`src/rtl/shift_line_pkg.sv`:
```
// -----------------------------------------------------------------------------
// shift_line_pkg : shared mode encodings for the shift_line block
// Rev 1.0 : initial release
// -----------------------------------------------------------------------------
`default_nettype none

package shift_line_pkg;

  localparam int MODE_W    = 2;
  localparam int MIN_DEPTH = 2;
  localparam int MAX_DEPTH = 64;

  typedef enum logic [MODE_W-1:0] {
    HOLD  = 2'd0,
    SHIFT = 2'd1,
    LOAD  = 2'd2,
    ROT   = 2'd3
  } mode_e;

endpackage

`default_nettype wire

```
`src/rtl/shift_line_stage.sv`:
```
// -----------------------------------------------------------------------------
// shift_line_stage : one data+valid register with enable, flush and inverted q
// Rev 1.0 : initial release
// -----------------------------------------------------------------------------
`default_nettype none

module shift_line_stage
  import shift_line_pkg::*;
#(
  parameter int WIDTH = 1
) (
  input  logic             clk,
  input  logic             rst_n,
  input  logic             en,
  input  logic             flush,
  input  logic [WIDTH-1:0] d_data,
  input  logic             d_valid,
  output logic [WIDTH-1:0] q_data,
  output logic [WIDTH-1:0] q_n,
  output logic             q_valid
);

  logic [WIDTH-1:0] data_r;
  logic             valid_r;

  // Flush only drops the valid bit; the payload is left in place.
  always_ff @(posedge clk) begin
    if (!rst_n) begin
      data_r  <= '0;
      valid_r <= 1'b0;
    end else if (flush) begin
      valid_r <= 1'b0;
    end else if (en) begin
      data_r  <= d_data;
      valid_r <= d_valid;
    end
  end

  assign q_data  = data_r;
  assign q_n     = ~data_r;
  assign q_valid = valid_r;

endmodule

`default_nettype wire

```
`src/rtl/shift_line.sv`:
```
// -----------------------------------------------------------------------------
// shift_line : DEPTH-stage shift/load/rotate line with runtime tap and fill count
// Rev 1.0 : initial release
// -----------------------------------------------------------------------------
`default_nettype none

module shift_line
  import shift_line_pkg::*;
#(
  parameter int WIDTH = 1,
  parameter int DEPTH = 4,
  parameter int TAPW  = $clog2(DEPTH)
) (
  input  logic                       clk,
  input  logic                       rst_n,
  input  logic                       en,
  input  logic                       flush,
  input  logic [1:0]                 mode,
  input  logic [WIDTH-1:0]           in_data,
  input  logic                       in_valid,
  input  logic [DEPTH*WIDTH-1:0]     load_data,
  input  logic [TAPW-1:0]            tap_sel,
  output logic [WIDTH-1:0]           out_data,
  output logic [WIDTH-1:0]           out_n,
  output logic                       out_valid,
  output logic [WIDTH-1:0]           tap_data,
  output logic                       tap_valid,
  output logic [DEPTH*WIDTH-1:0]     stages,
  output logic [$clog2(DEPTH+1)-1:0] fill_cnt
);

  localparam int CW = $clog2(DEPTH+1);

  mode_e            op;
  logic             stage_en;
  logic [WIDTH-1:0] q_data  [DEPTH];
  logic [WIDTH-1:0] q_n     [DEPTH];
  logic             q_valid [DEPTH];
  logic [CW-1:0]    fill_r;

  assign op       = mode_e'(mode);
  assign stage_en = en && (op != HOLD);

  for (genvar i = 0; i < DEPTH; i++) begin : g_stage
    logic [WIDTH-1:0] prev_data;
    logic             prev_valid;
    logic [WIDTH-1:0] nxt_data;
    logic             nxt_valid;

    // Stage 0 is fed by the serial input when shifting, by the tail when rotating.
    if (i == 0) begin : g_head
      assign prev_data  = (op == ROT) ? q_data[DEPTH-1]  : in_data;
      assign prev_valid = (op == ROT) ? q_valid[DEPTH-1] : in_valid;
    end else begin : g_body
      assign prev_data  = q_data[i-1];
      assign prev_valid = q_valid[i-1];
    end

    always_comb begin
      nxt_data  = prev_data;
      nxt_valid = prev_valid;
      if (op == LOAD) begin
        nxt_data  = load_data[i*WIDTH +: WIDTH];
        nxt_valid = 1'b1;
      end
    end

    shift_line_stage #(
      .WIDTH (WIDTH)
    ) u_stage (
      .clk     (clk),
      .rst_n   (rst_n),
      .en      (stage_en),
      .flush   (flush),
      .d_data  (nxt_data),
      .d_valid (nxt_valid),
      .q_data  (q_data[i]),
      .q_n     (q_n[i]),
      .q_valid (q_valid[i])
    );

    assign stages[i*WIDTH +: WIDTH] = q_data[i];
  end

  // Incremental count stays equal to the valid popcount: shift adds the
  // incoming valid and drops the outgoing one, rotate conserves it.
  always_ff @(posedge clk) begin
    if (!rst_n) begin
      fill_r <= '0;
    end else if (flush) begin
      fill_r <= '0;
    end else if (en) begin
      case (op)
        SHIFT:   fill_r <= CW'({1'b0, fill_r} + (CW+1)'(in_valid)
                               - (CW+1)'(q_valid[DEPTH-1]));
        LOAD:    fill_r <= CW'(DEPTH);
        default: fill_r <= fill_r;
      endcase
    end
  end

  always_comb begin
    tap_data  = '0;
    tap_valid = 1'b0;
    for (int i = 0; i < DEPTH; i++) begin
      if (int'(tap_sel) == i) begin
        tap_data  = q_data[i];
        tap_valid = q_valid[i];
      end
    end
  end

  assign out_data  = q_data[DEPTH-1];
  assign out_n     = q_n[DEPTH-1];
  assign out_valid = q_valid[DEPTH-1];
  assign fill_cnt  = fill_r;

endmodule

`default_nettype wire

```
`config.mk`:
```
export PLATFORM = sky130hd
export DESIGN_NAME = shift_line
export DESIGN_NICKNAME = d
export VERILOG_FILES = /design/src/rtl/shift_line_pkg.sv /design/src/rtl/shift_line_stage.sv /design/src/rtl/shift_line.sv
export SDC_FILE = /design/constraint.sdc
export NUM_CORES = 1
export LEC_CHECK = 0
export BUFFER_PORTS_ARGS = -buffer_cell sky130_fd_sc_hd__buf_2
export CAP_MARGIN = 20
export CORE_UTILIZATION = 43
export CTS_CLUSTER_SIZE = 28
export DETAILED_ROUTE_END_ITERATION = 8
export GPL_TIMING_DRIVEN = 0
export HOLD_SLACK_MARGIN = 0.1
export PLACE_DENSITY = 0.73
export REMOVE_ABC_BUFFERS = 1
export SKIP_LAST_GASP = 1
export SYNTH_ARGS = -nofsm -noshare
export SYNTH_HDL_FRONTEND = slang
export SYNTH_SLANG_ARGS = --single-unit
```
`constraint.sdc`:
```
create_clock -name clk -period 2.6 [get_ports clk]
set_clock_uncertainty 0.15 [all_clocks]
set_input_delay 0.39 -clock clk [delete_from_list [all_inputs] [get_ports clk]]
set_output_delay 0.39 -clock clk [all_outputs]
set_load 0.05 [all_outputs]
```
==> results.txt <==
Initial Util: 46.3%
Vias in the first global route: 499
Yosys warning count: 0
GP Congestion: 0.748
Worst setup EP type: flop
Clk_lat worst skew: 0.26 ns
Initial antenna violation count: 0
Status: finished, final reports clean
Util after Layout: 55.1%
Sequential-to-total area share from yosys stat: 31.5%
Dpl ws: 0.313 ns
Uppermost layer routed: met4
Gr ovfl total: 0
Final Power: 402 uW
Syn-to-layout area delta: 18.8%
Number of nets in the layout: 120
WL/cell: 11.3 um
Post-Synthesis Cells: 76
Number of port buffers: 25
Path category of the worst min-delay check: in2reg
Floorplan row count: 14
Leakage power: 0.417 nW
Number of flops mapped to enable cells by yosys: 0
Synth Register Bits: 11
Pwr/cell area: 485 mW/mm^2
Initial DRC count: 9
Crit-path max FO: 3
Met2 Wirelength: 590 um
Total GRT Usage: 15.4%
Maxcap violations: 0
Worst slew pin tran: 0.504 ns
Clock slew at the register clock pins of the worst setup and hold paths: 0.07 ns
Largest net degree at the start of global routing: 14
Post-route worst setup slack: 0.299 ns
Peak VDD IR: 346 uV
Via Count: 593
Met1 Wirelength: 666 um
CTS tree: done
Met3 wire length: 45 um
Post-synth top flop: dfxtp_1
Vias/cell: 5.16
Slew Limit Fails: 0
Clock Path Buffers: 2
Routed Antenna Nets: 0
Post-CTS setup buffers: 0
Avg Cell Area, Syn: 9.19 sq um
Io pins: 26
Detailed-route DRC error count: 0
CTS resizes: 0
Core area: 0.00151 sq mm
Fin Setup TNS: 0 ns
Pre-antenna DRT Iters: 3
RSZ-0062 raised after global routing: no
H-tree Lvls: 1
CTS Hold Buffers Added: 0
Post-Syn Area: 698 sq um
Die height: 42.3 um
Die area: 0.00179 sq mm
Die X: 42.3 um
Worst Hold Depth: 2
FF-to-FF path depth: 8
Worst setup path class: reg2reg
Startpoint types: flop
Arrival time at the worst endpoint: 2.31 ns
# diodes: 0
Fin cells: 115
CP required: 2.61 ns
First-pass GRT wire length: 2.10 mm
CTS Sinks: 11
WL final: 1.31 mm
Root Buffer: clkbuf_4
Final setup viols: 0
Final Critical Period: 2.30 ns
Slew headroom: 66.3%
Final Hold Viols: 0
Num CTS Buffers: 3
Unique cell type count in the Yosys netlist: 24
Cells after DPL: 111
HPWL Detailed: 1.05 mm
Final period util: 88.5%
F_max: 0.435 GHz
Post-synthesis async set-or-reset flop share: 0%
Share of cells above drive strength 1: 33.3%
state kept, by name, indices dropped and copies added (netlist names):
register,flops
g_stage.u_stage.q_data,4
fill_cnt,3
g_stage.u_stage.q_valid,4
per-layer routing:
layer	vias to the layer above	global-route usage [%]
met5	-	0
met4	0	3.75
met3	2	3.88
met2	13	23.7
met1	270	21.7
li1	308	-
synth_stat cells (all sizes together), types with 2 or more instances:
cell type,n,area (sq um)
dfxtp,11,220
nor2,9,33.8
nand2,8,32.5
inv,7,26.3
buf,6,40.0
a211oi,5,37.5
ha,5,62.6
a21oi,3,15.0
mux2i,3,30.0
o211a,3,30.0
mux4,2,45.0
nand2b,2,12.5
nand4b,2,17.5
nor2b,2,12.5
where the power goes:
part	leakage (nW)	total, mW	switching [mW]	internal, mW
logic	0.313	0.103	0.0666	0.0367
clock network	0.0150	0.117	0.0574	0.0592
registers	0.0897	0.182	0.00694	0.176
cells by family (layout without fill, tap and decap cells):
kind of cell | Yosys count | after routing | share of synthesized area [%]
compound gates | 13 | 13 | 13.8
xor+xnor | 1 | 1 | 1.25
fa+ha+maj | 6 | 6 | 11.8
buf+inv | 13 | 36 | 9.50
flops | 11 | 11 | 31.5
mux | 6 | 6 | 12.4
simple gates | 26 | 26 | 19.7
worst paths after layout:
| kind | start | end | slack (ns) |
|---|---|---|---|
| setup / recovery | fill_cnt[0] | fill_cnt[2] | 0.30 |
| hold / removal | rst_n | g_stage[3].u_stage.q_data | 0.26 |
| setup reg to reg | fill_cnt[0] | fill_cnt[2] | 0.30 |
| hold reg to reg | fill_cnt[0] | fill_cnt[0] | 0.33 |
area by class of cell:
type / count / area (sq um)
clock buffer: 4 / 26.3
tap: 16 / 20.0
sequential: 11 / 220
fill: 132 / 677
inverter: 7 / 26.3
multi-input combinational: 52 / 412
timing repair buffer: 25 / 125
metrics by stage:
step | hold slack [ns] | area [sq um]
after floorplan | 0.338 | 658
after global placement | 0.324 | 803
after detailed placement | 0.328 | 803
after CTS | 0.258 | 830
after global routing | 0.259 | 830
final | 0.264 | 830
layout by cell type, fill, tap and decap left out, drive strengths merged, types with 2 or more instances in the layout:
cell     n
a211oi   5
mux4     2
mux2i    3
nand2b   2
nor2b    2
buf     25
dfxtp   11
inv      7
clkbuf   4
o211a    3
ha       5
nand4b   2
nand2    8
nor2     9
a21oi    3
critical path, cell delays in order (launching register included):
cell and delay (ns):
dfxtp_1 0.35, inv_1 0.05, ha_1 0.26, inv_1 0.03, ha_1 0.18, fa_1 0.37
xor2_1 0.17, or4b_1 0.47, and3_1 0.16
No activity file was read; power rests on OpenSTA's default activity.
